$ cat config.mk
export PLATFORM = sky130hd
export DESIGN_NAME = pipeline_hazard_ctrl_flat
export DESIGN_NICKNAME = d
export VERILOG_FILES = /design/src/rtl/pipeline_hazard_ctrl_if.sv /design/src/rtl/pipeline_hazard_ctrl.sv /design/src/flat_wrapper.sv
export SDC_FILE = /design/constraint.sdc
export NUM_CORES = 1
export LEC_CHECK = 0
export BUFFER_PORTS_ARGS = -buffer_cell sky130_fd_sc_hd__buf_2
export CAP_MARGIN = 30
export CORE_ASPECT_RATIO = 1.5
export CORE_MARGIN = 2
export CORE_UTILIZATION = 32
export DETAILED_ROUTE_END_ITERATION = 16
export PLACE_DENSITY = 0.8
export SYNTH_ARGS = -nofsm -noshare
export SYNTH_HDL_FRONTEND = slang
export SYNTH_SLANG_ARGS = --single-unit
export TNS_END_PERCENT = 30
$ cat constraint.sdc
create_clock -name clk -period 1.4 [get_ports clk]
set_input_delay 0.07 -clock clk [delete_from_list [all_inputs] [get_ports clk]]
set_output_delay 0.07 -clock clk [all_outputs]
set_load 0.02 [all_outputs]
$ cat src/rtl/pipeline_hazard_ctrl_if.sv
// Pipeline-control bundle between the 5-stage core datapath and pipeline_hazard_ctrl.
// The core drives the master side; the hazard controller sits on the slave side.
interface pipeline_hazard_ctrl_if #(
  parameter int DATA_WIDTH = 32,
  parameter int CNT_WIDTH  = 32
);
  logic [DATA_WIDTH-1:0] ID_instruction_i;
  logic [DATA_WIDTH-1:0] EX_instruction_i;
  logic                  EX_MemRead_i;
  logic                  EX_redirect_i;
  logic                  MEM_req_i;
  logic                  MEM_ready_i;
  logic                  pc_stall_o;
  logic                  IF_ID_stall_o;
  logic                  IF_ID_flush_o;
  logic                  ID_EX_stall_o;
  logic                  ID_EX_flush_o;
  logic                  EX_MEM_stall_o;
  logic                  MEM_WB_bubble_o;
  logic                  mem_err_o;
  logic [CNT_WIDTH-1:0]  stall_cnt_o;
  logic [CNT_WIDTH-1:0]  flush_cnt_o;

  modport master (
    output ID_instruction_i, EX_instruction_i, EX_MemRead_i, EX_redirect_i,
           MEM_req_i, MEM_ready_i,
    input  pc_stall_o, IF_ID_stall_o, IF_ID_flush_o, ID_EX_stall_o, ID_EX_flush_o,
           EX_MEM_stall_o, MEM_WB_bubble_o, mem_err_o, stall_cnt_o, flush_cnt_o
  );

  modport slave (
    input  ID_instruction_i, EX_instruction_i, EX_MemRead_i, EX_redirect_i,
           MEM_req_i, MEM_ready_i,
    output pc_stall_o, IF_ID_stall_o, IF_ID_flush_o, ID_EX_stall_o, ID_EX_flush_o,
           EX_MEM_stall_o, MEM_WB_bubble_o, mem_err_o, stall_cnt_o, flush_cnt_o
  );
endinterface

$ cat src/rtl/pipeline_hazard_ctrl.sv
// Hazard control for the 5-stage core: load-use bubble, EX redirect flush, dmem wait stall + watchdog.
// Optional performance counters are enabled with the HAZARD_PERF_CNT_EN macro.
module pipeline_hazard_ctrl #(
  parameter int DATA_WIDTH  = 32,
  parameter int MEM_TIMEOUT = 64,
  parameter int CNT_WIDTH   = 32
) (
  input logic                   clk,
  input logic                   rst_n,
  pipeline_hazard_ctrl_if.slave hz
);

  localparam logic [6:0] OPC_LUI    = 7'b0110111;
  localparam logic [6:0] OPC_AUIPC  = 7'b0010111;
  localparam logic [6:0] OPC_JAL    = 7'b1101111;
  localparam logic [6:0] OPC_OP     = 7'b0110011;
  localparam logic [6:0] OPC_STORE  = 7'b0100011;
  localparam logic [6:0] OPC_BRANCH = 7'b1100011;
  localparam logic [7:0] WAIT_LAST  = 8'(MEM_TIMEOUT - 1);

  typedef enum logic [1:0] {
    ST_RUN  = 2'd0,
    ST_WAIT = 2'd1,
    ST_ERR  = 2'd2
  } state_t;

  state_t     state_r;
  logic [7:0] wait_cnt_r;
  logic       mem_err_r;

  logic [6:0] opcode_s;
  logic [4:0] rs1_s;
  logic [4:0] rs2_s;
  logic [4:0] ex_rd_s;
  logic       uses_rs1_s;
  logic       uses_rs2_s;
  logic       load_use_s;
  logic       mem_wait_s;

  logic pc_stall_s;
  logic if_id_stall_s;
  logic if_id_flush_s;
  logic id_ex_stall_s;
  logic id_ex_flush_s;
  logic ex_mem_stall_s;
  logic mem_wb_bubble_s;

  assign opcode_s = hz.ID_instruction_i[6:0];
  assign rs1_s    = hz.ID_instruction_i[19:15];
  assign rs2_s    = hz.ID_instruction_i[24:20];
  assign ex_rd_s  = hz.EX_instruction_i[11:7];

  // Operand-usage decode and hazard detection for the instruction sitting in ID
  always_comb begin
    uses_rs1_s = 1'b1;
    uses_rs2_s = 1'b0;
    case (opcode_s)
      OPC_LUI, OPC_AUIPC, OPC_JAL: uses_rs1_s = 1'b0;
      OPC_OP, OPC_STORE, OPC_BRANCH: uses_rs2_s = 1'b1;
      default: begin
        uses_rs1_s = 1'b1;
        uses_rs2_s = 1'b0;
      end
    endcase
    load_use_s = hz.EX_MemRead_i && (ex_rd_s != 5'd0) &&
                 ((uses_rs1_s && (rs1_s == ex_rd_s)) || (uses_rs2_s && (rs2_s == ex_rd_s)));
    mem_wait_s = hz.MEM_req_i && !hz.MEM_ready_i;
  end

  // Prioritised stall/flush generation; mem wait freezes EX so redirect/load-use wait for its exit
  always_comb begin
    pc_stall_s      = 1'b0;
    if_id_stall_s   = 1'b0;
    if_id_flush_s   = 1'b0;
    id_ex_stall_s   = 1'b0;
    id_ex_flush_s   = 1'b0;
    ex_mem_stall_s  = 1'b0;
    mem_wb_bubble_s = 1'b0;
    if (!rst_n) begin
      pc_stall_s = 1'b0;
    end else if (state_r == ST_ERR) begin
      pc_stall_s      = 1'b1;
      if_id_stall_s   = 1'b1;
      id_ex_stall_s   = 1'b1;
      ex_mem_stall_s  = 1'b1;
      mem_wb_bubble_s = 1'b1;
    end else if (mem_wait_s) begin
      pc_stall_s      = 1'b1;
      if_id_stall_s   = 1'b1;
      id_ex_stall_s   = 1'b1;
      ex_mem_stall_s  = 1'b1;
      mem_wb_bubble_s = 1'b1;
    end else if (hz.EX_redirect_i) begin
      if_id_flush_s = 1'b1;
      id_ex_flush_s = 1'b1;
    end else if (load_use_s) begin
      pc_stall_s    = 1'b1;
      if_id_stall_s = 1'b1;
      id_ex_flush_s = 1'b1;
    end else begin
      pc_stall_s = 1'b0;
    end
  end

  // Dmem wait tracker with watchdog; ERR is left only through reset
  always_ff @(posedge clk) begin
    if (!rst_n) begin
      state_r    <= ST_RUN;
      wait_cnt_r <= 8'd0;
      mem_err_r  <= 1'b0;
    end else begin
      case (state_r)
        ST_RUN: begin
          if (mem_wait_s) begin
            state_r    <= ST_WAIT;
            wait_cnt_r <= 8'd1;
          end else begin
            state_r <= ST_RUN;
          end
        end
        ST_WAIT: begin
          if (hz.MEM_ready_i || !hz.MEM_req_i) begin
            state_r    <= ST_RUN;
            wait_cnt_r <= 8'd0;
          end else if (wait_cnt_r == WAIT_LAST) begin
            state_r   <= ST_ERR;
            mem_err_r <= 1'b1;
          end else begin
            wait_cnt_r <= wait_cnt_r + 8'd1;
          end
        end
        ST_ERR: begin
          state_r <= ST_ERR;
        end
        default: begin
          state_r    <= ST_ERR;
          mem_err_r  <= 1'b1;
        end
      endcase
    end
  end

`ifdef HAZARD_PERF_CNT_EN
  localparam logic [CNT_WIDTH-1:0] CNT_ONE = {{(CNT_WIDTH-1){1'b0}}, 1'b1};

  logic [CNT_WIDTH-1:0] stall_cnt_r;
  logic [CNT_WIDTH-1:0] flush_cnt_r;

  // Saturating event counters for PC stalls and IF/ID flushes
  always_ff @(posedge clk) begin
    if (!rst_n) begin
      stall_cnt_r <= '0;
      flush_cnt_r <= '0;
    end else begin
      if (pc_stall_s && (stall_cnt_r != '1)) begin
        stall_cnt_r <= stall_cnt_r + CNT_ONE;
      end
      if (if_id_flush_s && (flush_cnt_r != '1)) begin
        flush_cnt_r <= flush_cnt_r + CNT_ONE;
      end
    end
  end

  assign hz.stall_cnt_o = stall_cnt_r;
  assign hz.flush_cnt_o = flush_cnt_r;
`else
  assign hz.stall_cnt_o = '0;
  assign hz.flush_cnt_o = '0;
`endif

  assign hz.pc_stall_o      = pc_stall_s;
  assign hz.IF_ID_stall_o   = if_id_stall_s;
  assign hz.IF_ID_flush_o   = if_id_flush_s;
  assign hz.ID_EX_stall_o   = id_ex_stall_s;
  assign hz.ID_EX_flush_o   = id_ex_flush_s;
  assign hz.EX_MEM_stall_o  = ex_mem_stall_s;
  assign hz.MEM_WB_bubble_o = mem_wb_bubble_s;
  assign hz.mem_err_o       = mem_err_r;

endmodule
$ cat src/flat_wrapper.sv
// flat-port wrapper written by rule: the top's interface ports become plain ports
module pipeline_hazard_ctrl_flat 
#(
  parameter int DATA_WIDTH  = 32,
  parameter int MEM_TIMEOUT = 64,
  parameter int CNT_WIDTH   = 32
)
  (clk, rst_n, hz_ID_instruction_i, hz_EX_instruction_i, hz_EX_MemRead_i, hz_EX_redirect_i, hz_MEM_req_i, hz_MEM_ready_i, hz_pc_stall_o, hz_IF_ID_stall_o, hz_IF_ID_flush_o, hz_ID_EX_stall_o, hz_ID_EX_flush_o, hz_EX_MEM_stall_o, hz_MEM_WB_bubble_o, hz_mem_err_o, hz_stall_cnt_o, hz_flush_cnt_o);
  pipeline_hazard_ctrl_if #(.DATA_WIDTH(DATA_WIDTH), .CNT_WIDTH(CNT_WIDTH)) hz_i ();
  input logic clk;
  input logic rst_n;
  input wire logic [$bits(hz_i.ID_instruction_i)-1:0] hz_ID_instruction_i;
  input wire logic [$bits(hz_i.EX_instruction_i)-1:0] hz_EX_instruction_i;
  input wire logic [$bits(hz_i.EX_MemRead_i)-1:0] hz_EX_MemRead_i;
  input wire logic [$bits(hz_i.EX_redirect_i)-1:0] hz_EX_redirect_i;
  input wire logic [$bits(hz_i.MEM_req_i)-1:0] hz_MEM_req_i;
  input wire logic [$bits(hz_i.MEM_ready_i)-1:0] hz_MEM_ready_i;
  output wire logic [$bits(hz_i.pc_stall_o)-1:0] hz_pc_stall_o;
  output wire logic [$bits(hz_i.IF_ID_stall_o)-1:0] hz_IF_ID_stall_o;
  output wire logic [$bits(hz_i.IF_ID_flush_o)-1:0] hz_IF_ID_flush_o;
  output wire logic [$bits(hz_i.ID_EX_stall_o)-1:0] hz_ID_EX_stall_o;
  output wire logic [$bits(hz_i.ID_EX_flush_o)-1:0] hz_ID_EX_flush_o;
  output wire logic [$bits(hz_i.EX_MEM_stall_o)-1:0] hz_EX_MEM_stall_o;
  output wire logic [$bits(hz_i.MEM_WB_bubble_o)-1:0] hz_MEM_WB_bubble_o;
  output wire logic [$bits(hz_i.mem_err_o)-1:0] hz_mem_err_o;
  output wire logic [$bits(hz_i.stall_cnt_o)-1:0] hz_stall_cnt_o;
  output wire logic [$bits(hz_i.flush_cnt_o)-1:0] hz_flush_cnt_o;
  assign hz_i.ID_instruction_i = hz_ID_instruction_i;
  assign hz_i.EX_instruction_i = hz_EX_instruction_i;
  assign hz_i.EX_MemRead_i = hz_EX_MemRead_i;
  assign hz_i.EX_redirect_i = hz_EX_redirect_i;
  assign hz_i.MEM_req_i = hz_MEM_req_i;
  assign hz_i.MEM_ready_i = hz_MEM_ready_i;
  assign hz_pc_stall_o = hz_i.pc_stall_o;
  assign hz_IF_ID_stall_o = hz_i.IF_ID_stall_o;
  assign hz_IF_ID_flush_o = hz_i.IF_ID_flush_o;
  assign hz_ID_EX_stall_o = hz_i.ID_EX_stall_o;
  assign hz_ID_EX_flush_o = hz_i.ID_EX_flush_o;
  assign hz_EX_MEM_stall_o = hz_i.EX_MEM_stall_o;
  assign hz_MEM_WB_bubble_o = hz_i.MEM_WB_bubble_o;
  assign hz_mem_err_o = hz_i.mem_err_o;
  assign hz_stall_cnt_o = hz_i.stall_cnt_o;
  assign hz_flush_cnt_o = hz_i.flush_cnt_o;
  pipeline_hazard_ctrl #(.DATA_WIDTH(DATA_WIDTH), .MEM_TIMEOUT(MEM_TIMEOUT), .CNT_WIDTH(CNT_WIDTH)) u_core (.clk(clk), .rst_n(rst_n), .hz(hz_i));
endmodule
### Word-level counts from Yosys, hierarchy flattened

Cells that the tools add are included.

* memory bits (read-only): 0
* memories kept: 0
* bits in latches: 0
* word-level logic and storage cells: 67
* register bits after elaboration: 11
* bits in writable memories: 0
* output and inout bits: 72

* equality and inequality tests: 16
* bitwise operators: 1
* $add $sub $neg: 1
* $mul: 0
* reduce and logical (&&, ||, !) cells: 17
* multiplexer cells: 29
* div/mod/pow operators: 0
* $lt $le $gt $ge: 0
* shift operators: 0

Operator list (number)
* $mux W8: 3
* $eq A7 B6 Y1 const B: 3
* $mux W1: 21
* $pmux W8 S2: 1
* $eq A7 B7 Y1 const B: 2
* $eq A5 B5 Y1: 2
* $add A8 B1 Y8 const B: 1
* $eq A8 B6 Y1 const B: 1
* $eq A7 B5 Y1 const B: 1
* $reduce_and A3 Y1: 2
* $reduce_or A3 Y1: 2
* $logic_and A1 B1 Y1: 5
* $reduce_bool A5 Y1: 1
* $mux W2: 2
* $ne A2 B1 Y1 const B: 2
* $pmux W2 S2: 1
* $ne A3 B1 Y1 const B: 1
* $ne A3 B2 Y1 const B: 1
* $eq A2 B1 Y1 const B: 1
* $eq A2 B2 Y1 const B: 1
* $logic_not A1 Y1: 2
* $logic_not A2 Y1: 1
* $logic_or A1 B1 Y1: 2
* $ne A2 B2 Y1 const B: 1
* 4 further kinds: 4

### Longest topological paths before layout

Gate-level depths: netlist (run 1).

* depth after elaboration: 11
* depth in mapped cells: 6
* depth with buffers taken out: 5

### Worst setup path after synthesis (run 1)

No wires, ideal clock.

* path type: input to output
* start point: in hz_ID_instruction_i[6]
* end point: out hz_pc_stall_o
* data arrival time: 1679 ps
* slack: -349 ps
* buffers on the path: 1
* cell stages on the path: 5
* cell sequence: and3_1 -> o2111ai_1 -> nand4_1 -> o41ai_1 -> buf_4

* cells in the longest elaborated chain, start to end: 11
* elaborated cells between the ends (all ways): 19

Ends and longest elaborated chain
* start, declared: line flat_wrapper.sv:12 `input wire logic [$bits(hz_i.ID_instruction_i)-1:0] hz_ID_instruction_i;`
* $eq A7 B6 Y1, or another cell as far along: line pipeline_hazard_ctrl.sv:57 `case (opcode_s)`
* $reduce_or A3 Y1: line pipeline_hazard_ctrl.sv:57
* $mux W1: line pipeline_hazard_ctrl.sv:57
* $logic_and A1 B1 Y1: line pipeline_hazard_ctrl.sv:66 `((uses_rs1_s && (rs1_s == ex_rd_s)) || (uses_rs2_s && (rs2_s == ex_rd_s)));`
* $logic_or A1 B1 Y1 *: line pipeline_hazard_ctrl.sv:66
* $logic_and A1 B1 Y1 *: line pipeline_hazard_ctrl.sv:65 `load_use_s = hz.EX_MemRead_i && (ex_rd_s != 5'd0) &&`
* $mux W1 * (5 in a row)
* end, declared: line flat_wrapper.sv:18 `output wire logic [$bits(hz_i.pc_stall_o)-1:0] hz_pc_stall_o;`

Every way passes the cells marked *; elsewhere a longest branch is shown, timed or not.

### Worst setup path after layout (run 1)

* start point: in hz_EX_instruction_i[8]
* end point: out hz_IF_ID_stall_o

* cells in the longest elaborated chain, start to end: 9
* elaborated cells between the ends (all ways): 13

Ends and longest elaborated chain
* start, declared: line flat_wrapper.sv:13 `input wire logic [$bits(hz_i.EX_instruction_i)-1:0] hz_EX_instruction_i;`
* $eq A5 B5 Y1: line pipeline_hazard_ctrl.sv:66
* $logic_and A1 B1 Y1: line pipeline_hazard_ctrl.sv:66
* $logic_or A1 B1 Y1: line pipeline_hazard_ctrl.sv:66
* $logic_and A1 B1 Y1 *: line pipeline_hazard_ctrl.sv:65
* $mux W1 *: line pipeline_hazard_ctrl.sv:96 `end else if (load_use_s) begin`
* $mux W1 *: line pipeline_hazard_ctrl.sv:93 `end else if (hz.EX_redirect_i) begin`
* $mux W1 *: line pipeline_hazard_ctrl.sv:87 `end else if (mem_wait_s) begin`
* $mux W1 *: line pipeline_hazard_ctrl.sv:81 `end else if (state_r == ST_ERR) begin`
* $mux W1 *: line pipeline_hazard_ctrl.sv:79 `if (!rst_n) begin`
* end, declared: line flat_wrapper.sv:19 `output wire logic [$bits(hz_i.IF_ID_stall_o)-1:0] hz_IF_ID_stall_o;`

Marks and branches as above.

==> summary.txt, run 1 <==
Logic synthesis
  – Post-synthesis cell type count: 44
  – Ys Warns: 0
  – Synthesis-stage register bit count: 11
  – Top cells by area, synth: buf_4, dfxtp_1, o21ai_0
  – Post-synth top flop: dfxtp_1
  – EDFF count, synth: 0
  – Register area share after synthesis: 16.46%
  – Mapped Area: 0.001338 mm^2
  – Share of flip-flops with an asynchronous set or reset: 0%
  – Post-synth top area cell: buf_4
  – Syn Area/Cell: 7.962 um^2
  – Post-Syn Instances: 168
  – Post-synth top area share: 38.17%
  – Count leader, synth: buf_4
  – List of most frequent post-synthesis cells: buf_4, dfxtp_1, o21ai_0

Die
  – Die area: 0.004723 mm^2
  – Core area: 0.003994 mm^2
  – DIE HEIGHT: 83.18 um
  – Num rows: 28
  – I/O pin cnt: 142
  – Chip width: 56.79 um
  – Initial Utilization: 33.49%

GRT
  – First-pass GRT wire length: 4388 um
  – GRT Total Usage: 12.33%
  – Remaining global-route overflow: 0
  – Initial antenna violation count: 0
  – Largest net degree at the start of global routing: 9
  – Number of global-route vias before repair: 1,027

Detailed routing
  – Drt wl/cell: 10.95 um
  – DRC Markers: 0
  – Final wirelength: 2934 um
  – Drt pass-1 iters: 3
  – Post-route ant nets: 0
  – 1st-iter DRT viols: 9
  – Via count: 1,190
  – Via/cell ratio: 4.440

Status
  – Run status: finished, violations left
  – Failing checks: setup timing

Setup path
  – Crit. End Element: output pin
  – R2R Setup Slk: -0.01 ns
  – Arrival time at the worst endpoint: 1.44 ns
  – Crit Path Max Fanout: 2
  – Worst EP required: 1.33 ns
  – Crit Path Class: in -> out
  – Startpoint Class: primary input

Power
  – VDD IR max: 0.4286 mV
  – Power Total: 1.027 mW
  – P_leak: 0.7547 nW
  – Pwr per Cell Area: 635.7 mW/mm^2

STA
  – Tcrit/Tclk final: 107.7%
  – RSZ-0062 raised after global routing: true
  – Final min period: 1.507 ns
  – Worst Clk Skew: 0.0009271 ns
  – Final setup violation count: 5
  – Slew Limit Fails: 0
  – Peak Freq: 0.6634 GHz
  – Fin. Hold Viols: 0
  – Final setup margin: -0.1073 ns

Worst hold path
  – Worst Hold Class: in -> reg

Clock network
  – Worst skew pair latency: 0.25 ns
  – Clock-pin slew on the worst setup and hold paths: 0.05 ns
  – Clock Sinks: 11
  – CTS Buf Count: 3
  – TritonCTS clock tree: built
  – H-tree levels: 1
  – Bufs on Longest Clock Path: 2
  – CTS root buf: clkbuf_8

Placed design
  – Dpl hpwl: 2397 um
  – Port bufs: 35
  – Placer Congestion: 0.8548

Final layout
  – FF+latch area: 227.7 um^2
  – # nets final: 295
  – Ant diodes: 0
  – Syn-to-layout area delta: 20.77%
  – Layout cells sized above 1: 38.12%
  – Final Core Density: 40.44%
  – Fillers: 396
  – Multi-input logic area: 915.9 um^2

Run
  – MaxCap Viol Count: 0
==> per-stage QoR <==
step / cells / area, um^2 / setup WS [ns] / hold WS, ns / TNS (ns)
floorplan: 231 / 1589 / -0.04879 / 0.1827 / -0.06781
global placement: 264 / 1470 / -0.1441 / 0.3698 / -0.4432
detailed placement: 264 / 1470 / -0.1989 / 0.3717 / -0.7702
CTS: 268 / 1579 / -0.1200 / 0.1145 / -0.2433
global route: 268 / 1615 / -0.1682 / 0.1259 / -1.074
finish: 268 / 1615 / -0.1073 / 0.1237 / -0.2403
==> worst max-delay path, stage by stage <==
cell and delay, ns:
buf_6 0.09, or4_4 0.52, o2111a_1 0.25, a32oi_1 0.21, o41ai_2 0.12, buf_2 0.17
==> cell families (layout without fill, tap and decap cells) <==
group | count (synthesis) | after routing | synth area share (%)
and+or+nand+nor | 35 | 35 | 17.77
DFF | 11 | 11 | 16.46
xor gates and xnor gates | 11 | 11 | 7.203
other | 1 | 64 | 0.2804
AOI/OAI and AO/OA | 36 | 36 | 17.68
buffers and inverters | 73 | 65 | 39.66
adders and majority gates | 1 | 1 | 0.9353
==> final cells by class <==
class | count | share of cell area [%]
Clock buffer | 4 | 2.789
Multi-Input combinational cell | 147 | 56.70
Timing Repair Buffer | 57 | 22.00
Tap cell | 45 | 3.486
Sequential cell | 11 | 14.10
Inverter | 4 | 0.9295
==> layer usage <==
layer	part of all wire, %	wire [um]	track usage (%)	up-vias
met5	0	0	0	-
li1	-	-	-	573
met2	58	1690	24.95	83
met3	9.2	271	1.402	6
met4	3.4	100	9.514	0
met1	30	871	9.915	528
==> flip-flops by register name, summed over array words and instances (netlist names) <==
name,count
u_core.state_r,2
u_core.wait_cnt_r,8
u_core.hz.mem_err_o,1
==> path summary, 6_finish.rpt <==
kind / start / end / depth (start not counted)
setup / recovery: hz_EX_instruction_i[8] / hz_IF_ID_stall_o / 6
hold / removal: rst_n / u_core.hz.mem_err_o / 3
setup reg to reg: u_core.wait_cnt_r[0] / u_core.wait_cnt_r[6] / 5
hold reg to reg: u_core.hz.mem_err_o / u_core.hz.mem_err_o / 2
==> power by group <==
| part | switching, mW | total, mW | leakage, nW | internal [mW] |
|---|---|---|---|---|
| logic | 0.259 | 0.366 | 0.640 | 0.107 |
| registers | 0.00492 | 0.323 | 0.0918 | 0.318 |
| clock network | 0.136 | 0.338 | 0.0228 | 0.201 |
| total | 0.401 | 1.03 | 0.755 | 0.626 |
==> placed cells by master, fill, tap and decap left out, types with 5 or more instances in the layout <==
cell	instances
a21oi_1	7
buf_2	32
buf_4	23
conb_1	64
dfxtp_1	5
dfxtp_2	6
nand2_1	5
o21ai_0	8
xnor2_1	5
xor2_1	6
==> timing repair <==
action                                  in CTS  in global routing
resized for setup                           18                 11
pin swaps                                    5                  8
hold buffers                                 0                  0
endpoints found under the hold margin        0                  0
buffers inserted                             1                  0
endpoints found under the setup margin      14                 15
No activity file was read; power rests on OpenSTA's default activity.
==> run 2, diff against run 1 <==
==> constraint.sdc (replaced) <==
create_clock -name clk -period 1.4 [get_ports clk]
set_input_delay 0.14 -clock clk [delete_from_list [all_inputs] [get_ports clk]]
set_output_delay 0.14 -clock clk [all_outputs]
set_load 0.02 [all_outputs]
==> summary.txt, run 2 (synthesis gave the netlist of run 1 again) <==
Status
  – Run status: finished, violations left
  – Failing checks: setup timing

GRT
  – First-pass GRT wire length: 4747 um
  – Largest net degree at the start of global routing: 8
  – GRT Total Usage: 12.49%
  – Initial antenna violation count: 0
  – Number of global-route vias before repair: 1,164
  – Remaining global-route overflow: 0

STA
  – Tcrit/Tclk final: 119.3%
  – Fin. Hold Viols: 0
  – RSZ-0062 raised after global routing: true
  – Peak Freq: 0.5986 GHz
  – Final min period: 1.671 ns
  – Slew Limit Fails: 0
  – Final setup violation count: 8
  – Setup TNS: -0.7720 ns
  – Worst Clk Skew: 0.001637 ns
  – Final setup margin: -0.2705 ns

Final layout
  – Design area: 0.001699 mm^2
  – Max FFs per register: 8
  – Multi-input logic area: 910.9 um^2
  – FF+latch area: 229.0 um^2
  – Non-filler instance count after layout: 278
  – Largest Register: u_core.wait_cnt_r
  – Final Core Density: 42.54%
  – Commonest non-fill, non-tap cell in the layout: conb_1
  – Commonest non-fill, non-tap cells in the layout: conb_1, buf_4, buf_2
  – Ant diodes: 0
  – Layout cells sized above 1: 40.34%
  – # nets final: 305
  – Fillers: 388
  – Syn-to-layout area delta: 27.03%

Placed design
  – Inst Count DP: 271
  – Placer Congestion: 0.8197
  – Dpl hpwl: 2448 um
  – Placed Instance Area: 0.001515 mm^2
  – Port bufs: 35

Die
  – Num rows: 28
  – Initial Utilization: 33.49%
  – DIE HEIGHT: 83.18 um
  – I/O pin cnt: 142
  – Core area: 0.003994 mm^2
  – Chip width: 56.79 um
  – Die area: 0.004723 mm^2

Detailed routing
  – Post-route ant nets: 0
  – Drt wl/cell: 11.29 um
  – Drt pass-1 iters: 4
  – Via/cell ratio: 4.547
  – Via count: 1,264
  – Final wirelength: 3138 um
  – 1st-iter DRT viols: 28
  – DRC Markers: 0

Clock network
  – CTS root buf: clkbuf_8
  – H-tree levels: 1
  – Worst skew pair latency: 0.25 ns
  – TritonCTS clock tree: built
  – CTS Buf Count: 3
  – Clock Sinks: 11
  – Clock-pin slew on the worst setup and hold paths: 0.05 ns
  – Bufs on Longest Clock Path: 2

Setup path
  – Worst EP required: 1.26 ns
  – R2R Path End: u_core.wait_cnt_r[6]
  – Max stage delay on crit path: 0.53 ns
  – Cell family with most CP delay: compound AO/OA/AOI/OAI gates
  – Reg2reg start: u_core.wait_cnt_r[1]
  – Cells on worst reg2reg path: 6
  – Arrival time at the worst endpoint: 1.53 ns
  – Startpoint Class: primary input
  – Crit. End Element: output pin
  – Crit Path Max Fanout: 2
  – R2R Setup Slk: -0.03 ns
  – Worst Path Buf+Inv: 2
  – Worst path cell trace: buf_6 -> or4_4 -> o2111a_1 -> a32oi_1 -> o41ai_2 -> buf_2
  – Crit Path Class: in -> out
  – Worst path slowest cell: or4_4

Worst hold path
  – Worst Hold Class: in -> reg
  – Hold path depth: 3
  – Hold path endpoint: u_core.hz.mem_err_o
  – HP Start: rst_n

Run
  – MaxCap Viol Count: 0

Power
  – Power Total: 1.035 mW
  – Pwr per Cell Area: 608.9 mW/mm^2
  – VDD IR max: 0.4684 mV
  – P_leak: 0.8080 nW
-- run 2: cell types whose count changed in the layout (fill, tap and decap cells not counted), moves of 2 or more --
cell | before | now
buf_4 | 23 | 33
o21ai_1 | 0 | 2
buf_2 | 32 | 30
o21ai_2 | 3 | 1
buf_6 | 2 | 4
-- run 2: tightest hold or removal path, stage by stage --
cell	delay (ns)
buf_2	0.16
nand2_1	0.07
o31ai_1	0.05
-- run 2: power breakdown --
| part | switching, mW | total, mW | internal, mW |
|---|---|---|---|
| Sequential | 0.00525 | 0.324 | 0.318 |
| Clock | 0.135 | 0.337 | 0.201 |
| Combinational | 0.258 | 0.374 | 0.116 |
-- run 2: worst max path at each step --
stage | slack (ns) | start | endpoint | cells after the start
5_1_grt | -0.33 | hz_ID_instruction_i[6] | hz_IF_ID_stall_o | 6
4_1_cts | -0.26 | hz_EX_instruction_i[8] | hz_IF_ID_stall_o | 6
3_5_place_dp | -0.32 | hz_ID_instruction_i[3] | hz_IF_ID_stall_o | 6
3_3_place_gp | -0.31 | hz_ID_instruction_i[3] | hz_pc_stall_o | 6
2_1_floorplan | -0.19 | hz_EX_instruction_i[8] | hz_pc_stall_o | 5
6_report | -0.27 | hz_EX_instruction_i[8] | hz_IF_ID_stall_o | 6
-- run 2: through the flow --
step                hold slack, ns  setup slack [ns]
floorplan                   0.2527           -0.1888
global placement            0.4283           -0.3094
detailed placement          0.4373           -0.3247
CTS                         0.1790           -0.2565
global route                0.2336           -0.3279
finish                      0.1949           -0.2705
-- run 2: per-layer routing --
layer	vias up	GRT usage, %	share of wire [%]
met5	-	0	0
met4	0	9.302	3.6
met3	9	0.3115	8.8
met2	86	24.63	57
met1	573	11.44	31
li1	596	-	-
-- run 2: cell type report --
class,instances,area share (%)
Sequential cell,11,13.48
Inverter,4,0.8837
Clock buffer,4,2.651
Multi-Input combinational cell,147,53.61
Timing Repair Buffer,67,26.07
Tap cell,45,3.314
-- run 2: repair_timing --
item / CTS / global route
hold buffers: 0 / 0
setup endpoints to repair: 18 / 16
endpoints found under the hold margin: 0 / 0
gates resized for setup: 22 / 12
pin swaps: 11 / 6
buffers inserted: 1 / 2
gates cloned: 0 / 0
==> run 3, diff against run 2 <==
--- a/config.mk
+++ b/config.mk
@@ -12,6 +12,7 @@
 export CORE_UTILIZATION = 32
 export DETAILED_ROUTE_END_ITERATION = 16
 export PLACE_DENSITY = 0.8
+export REMOVE_ABC_BUFFERS = 1
 export SYNTH_ARGS = -nofsm -noshare
 export SYNTH_HDL_FRONTEND = slang
 export SYNTH_SLANG_ARGS = --single-unit
==> summary.txt, run 3 (synthesis gave the netlist of run 1 again) <==
Final layout
  – Commonest non-fill, non-tap cell in the layout: conb_1
  – # nets final: 296
  – Ant diodes: 0
  – Max FFs per register: 8
  – Layout cells sized above 1: 37.05%
  – Final Core Density: 40.26%
  – Syn-to-layout area delta: 20.21%
  – Largest Register: u_core.wait_cnt_r
  – Commonest non-fill, non-tap cells in the layout: conb_1, buf_2, buf_4

STA
  – Min Hold Slack: 0.2248 ns
  – Final setup margin: -0.2483 ns
  – Setup TNS: -0.9453 ns
  – Final setup violation count: 9
  – Tcrit/Tclk final: 117.7%
  – Fin. Hold Viols: 0
  – Peak Freq: 0.6067 GHz
  – Worst Clk Skew: 0.002175 ns
  – RSZ-0062 raised after global routing: true
  – Slew Limit Fails: 0
  – Final min period: 1.648 ns

Detailed routing
  – Post-route ant nets: 0
  – Final wirelength: 2910 um
  – Via count: 1,211
  – 1st-iter DRT viols: 38
  – Via/cell ratio: 4.502
  – Drt pass-1 iters: 4
  – Drt wl/cell: 10.82 um
  – DRC Markers: 0

Status
  – Failing checks: setup timing
  – Run status: finished, violations left

Setup path
  – Crit Path Class: in -> out
  – Startpoint Class: primary input
  – Worst EP required: 1.26 ns
  – Arrival time at the worst endpoint: 1.51 ns
  – Cells on worst reg2reg path: 6
  – Crit Path Max Fanout: 2
  – Crit. End Element: output pin

GRT
  – Initial antenna violation count: 0
  – GRT Total Usage: 12.44%
  – Remaining global-route overflow: 0
  – Number of global-route vias before repair: 1,103
  – Largest net degree at the start of global routing: 9
  – First-pass GRT wire length: 4671 um

Clock network
  – Bufs on Longest Clock Path: 2
  – TritonCTS clock tree: built
  – H-tree levels: 1
  – CTS Buf Count: 3
  – Clock-pin slew on the worst setup and hold paths: 0.05 ns
  – Worst skew pair latency: 0.25 ns
  – CTS Hold Bufs: 0
  – Clock Sinks: 11
  – CTS root buf: clkbuf_8

Power
  – Pwr per Cell Area: 629.5 mW/mm^2
  – VDD IR max: 0.3637 mV
  – P_leak: 0.7592 nW
  – Power Total: 1.012 mW

Die
  – DIE HEIGHT: 83.18 um
  – Die area: 0.004723 mm^2
  – I/O pin cnt: 142
  – Num rows: 28
  – Core area: 0.003994 mm^2
  – Initial Utilization: 33.49%
  – Chip width: 56.79 um

Placed design
  – Port bufs: 35
  – Placer Congestion: 0.8763
  – Dpl hpwl: 2306 um

Worst hold path
  – Hold path depth: 3
  – Worst Hold Class: in -> reg

Run
  – MaxCap Viol Count: 0
[run 3: final timing paths]
path / from / to / slack, ns
worst min register to register: u_core.wait_cnt_r[4] / u_core.wait_cnt_r[4] / 0.49
worst min-delay path: rst_n / u_core.hz.mem_err_o / 0.22
worst max-delay path: hz_EX_instruction_i[8] / hz_IF_ID_stall_o / -0.25
worst max register to register: u_core.wait_cnt_r[0] / u_core.wait_cnt_r[2] / -0.06
[run 3: through the flow]
step                      cells  instance area [um^2]  setup slack (ns)
after floorplan             162                  1059           -0.7135
after global placement      261                  1433           -0.2943
after detailed placement    261                  1433           -0.3510
after CTS                   268                  1573           -0.2468
after global routing        269                  1608           -0.2922
final                       269                  1608           -0.2483
[run 3: critical path, cell delays in order]
cell	delay, ns
buf_6	0.09
or4_4	0.52
o2111a_1	0.24
a32oi_1	0.22
o41ai_2	0.13
buf_2	0.18
[run 3: area by class of cell]
| type | count | area [um^2] |
|---|---|---|
| Clock buffer | 4 | 45.04 |
| Fill cell | 393 | 2386 |
| Inverter | 4 | 15.01 |
| Multi-Input combinational cell | 147 | 889.6 |
| Sequential cell | 11 | 235.2 |
| Tap cell | 45 | 56.30 |
| Timing Repair Buffer | 58 | 366.6 |
[run 3: repair_timing]
action                     4_1_cts  5_1_grt
pin swaps                        7        6
buffers inserted                 3        1
resized for setup               21       10
setup endpoints to repair       17       15
[run 3: power by group]
group	switching [mW]	internal [mW]	total (mW)
logic	0.252	0.106	0.357
registers	0.00465	0.315	0.320
clock network	0.134	0.201	0.335
total	0.390	0.622	1.01
[run 3: routing by layer]
metal / share of wire, % / routed length, um / vias to the layer above / GRT usage [%]
li1: - / - / 576 / -
met1: 32 / 925 / 531 / 12.61
met2: 54 / 1583 / 99 / 23.15
met3: 11 / 324 / 5 / 1.558
met4: 2.6 / 76 / 0 / 7.611
met5: 0 / 0 / - / 0
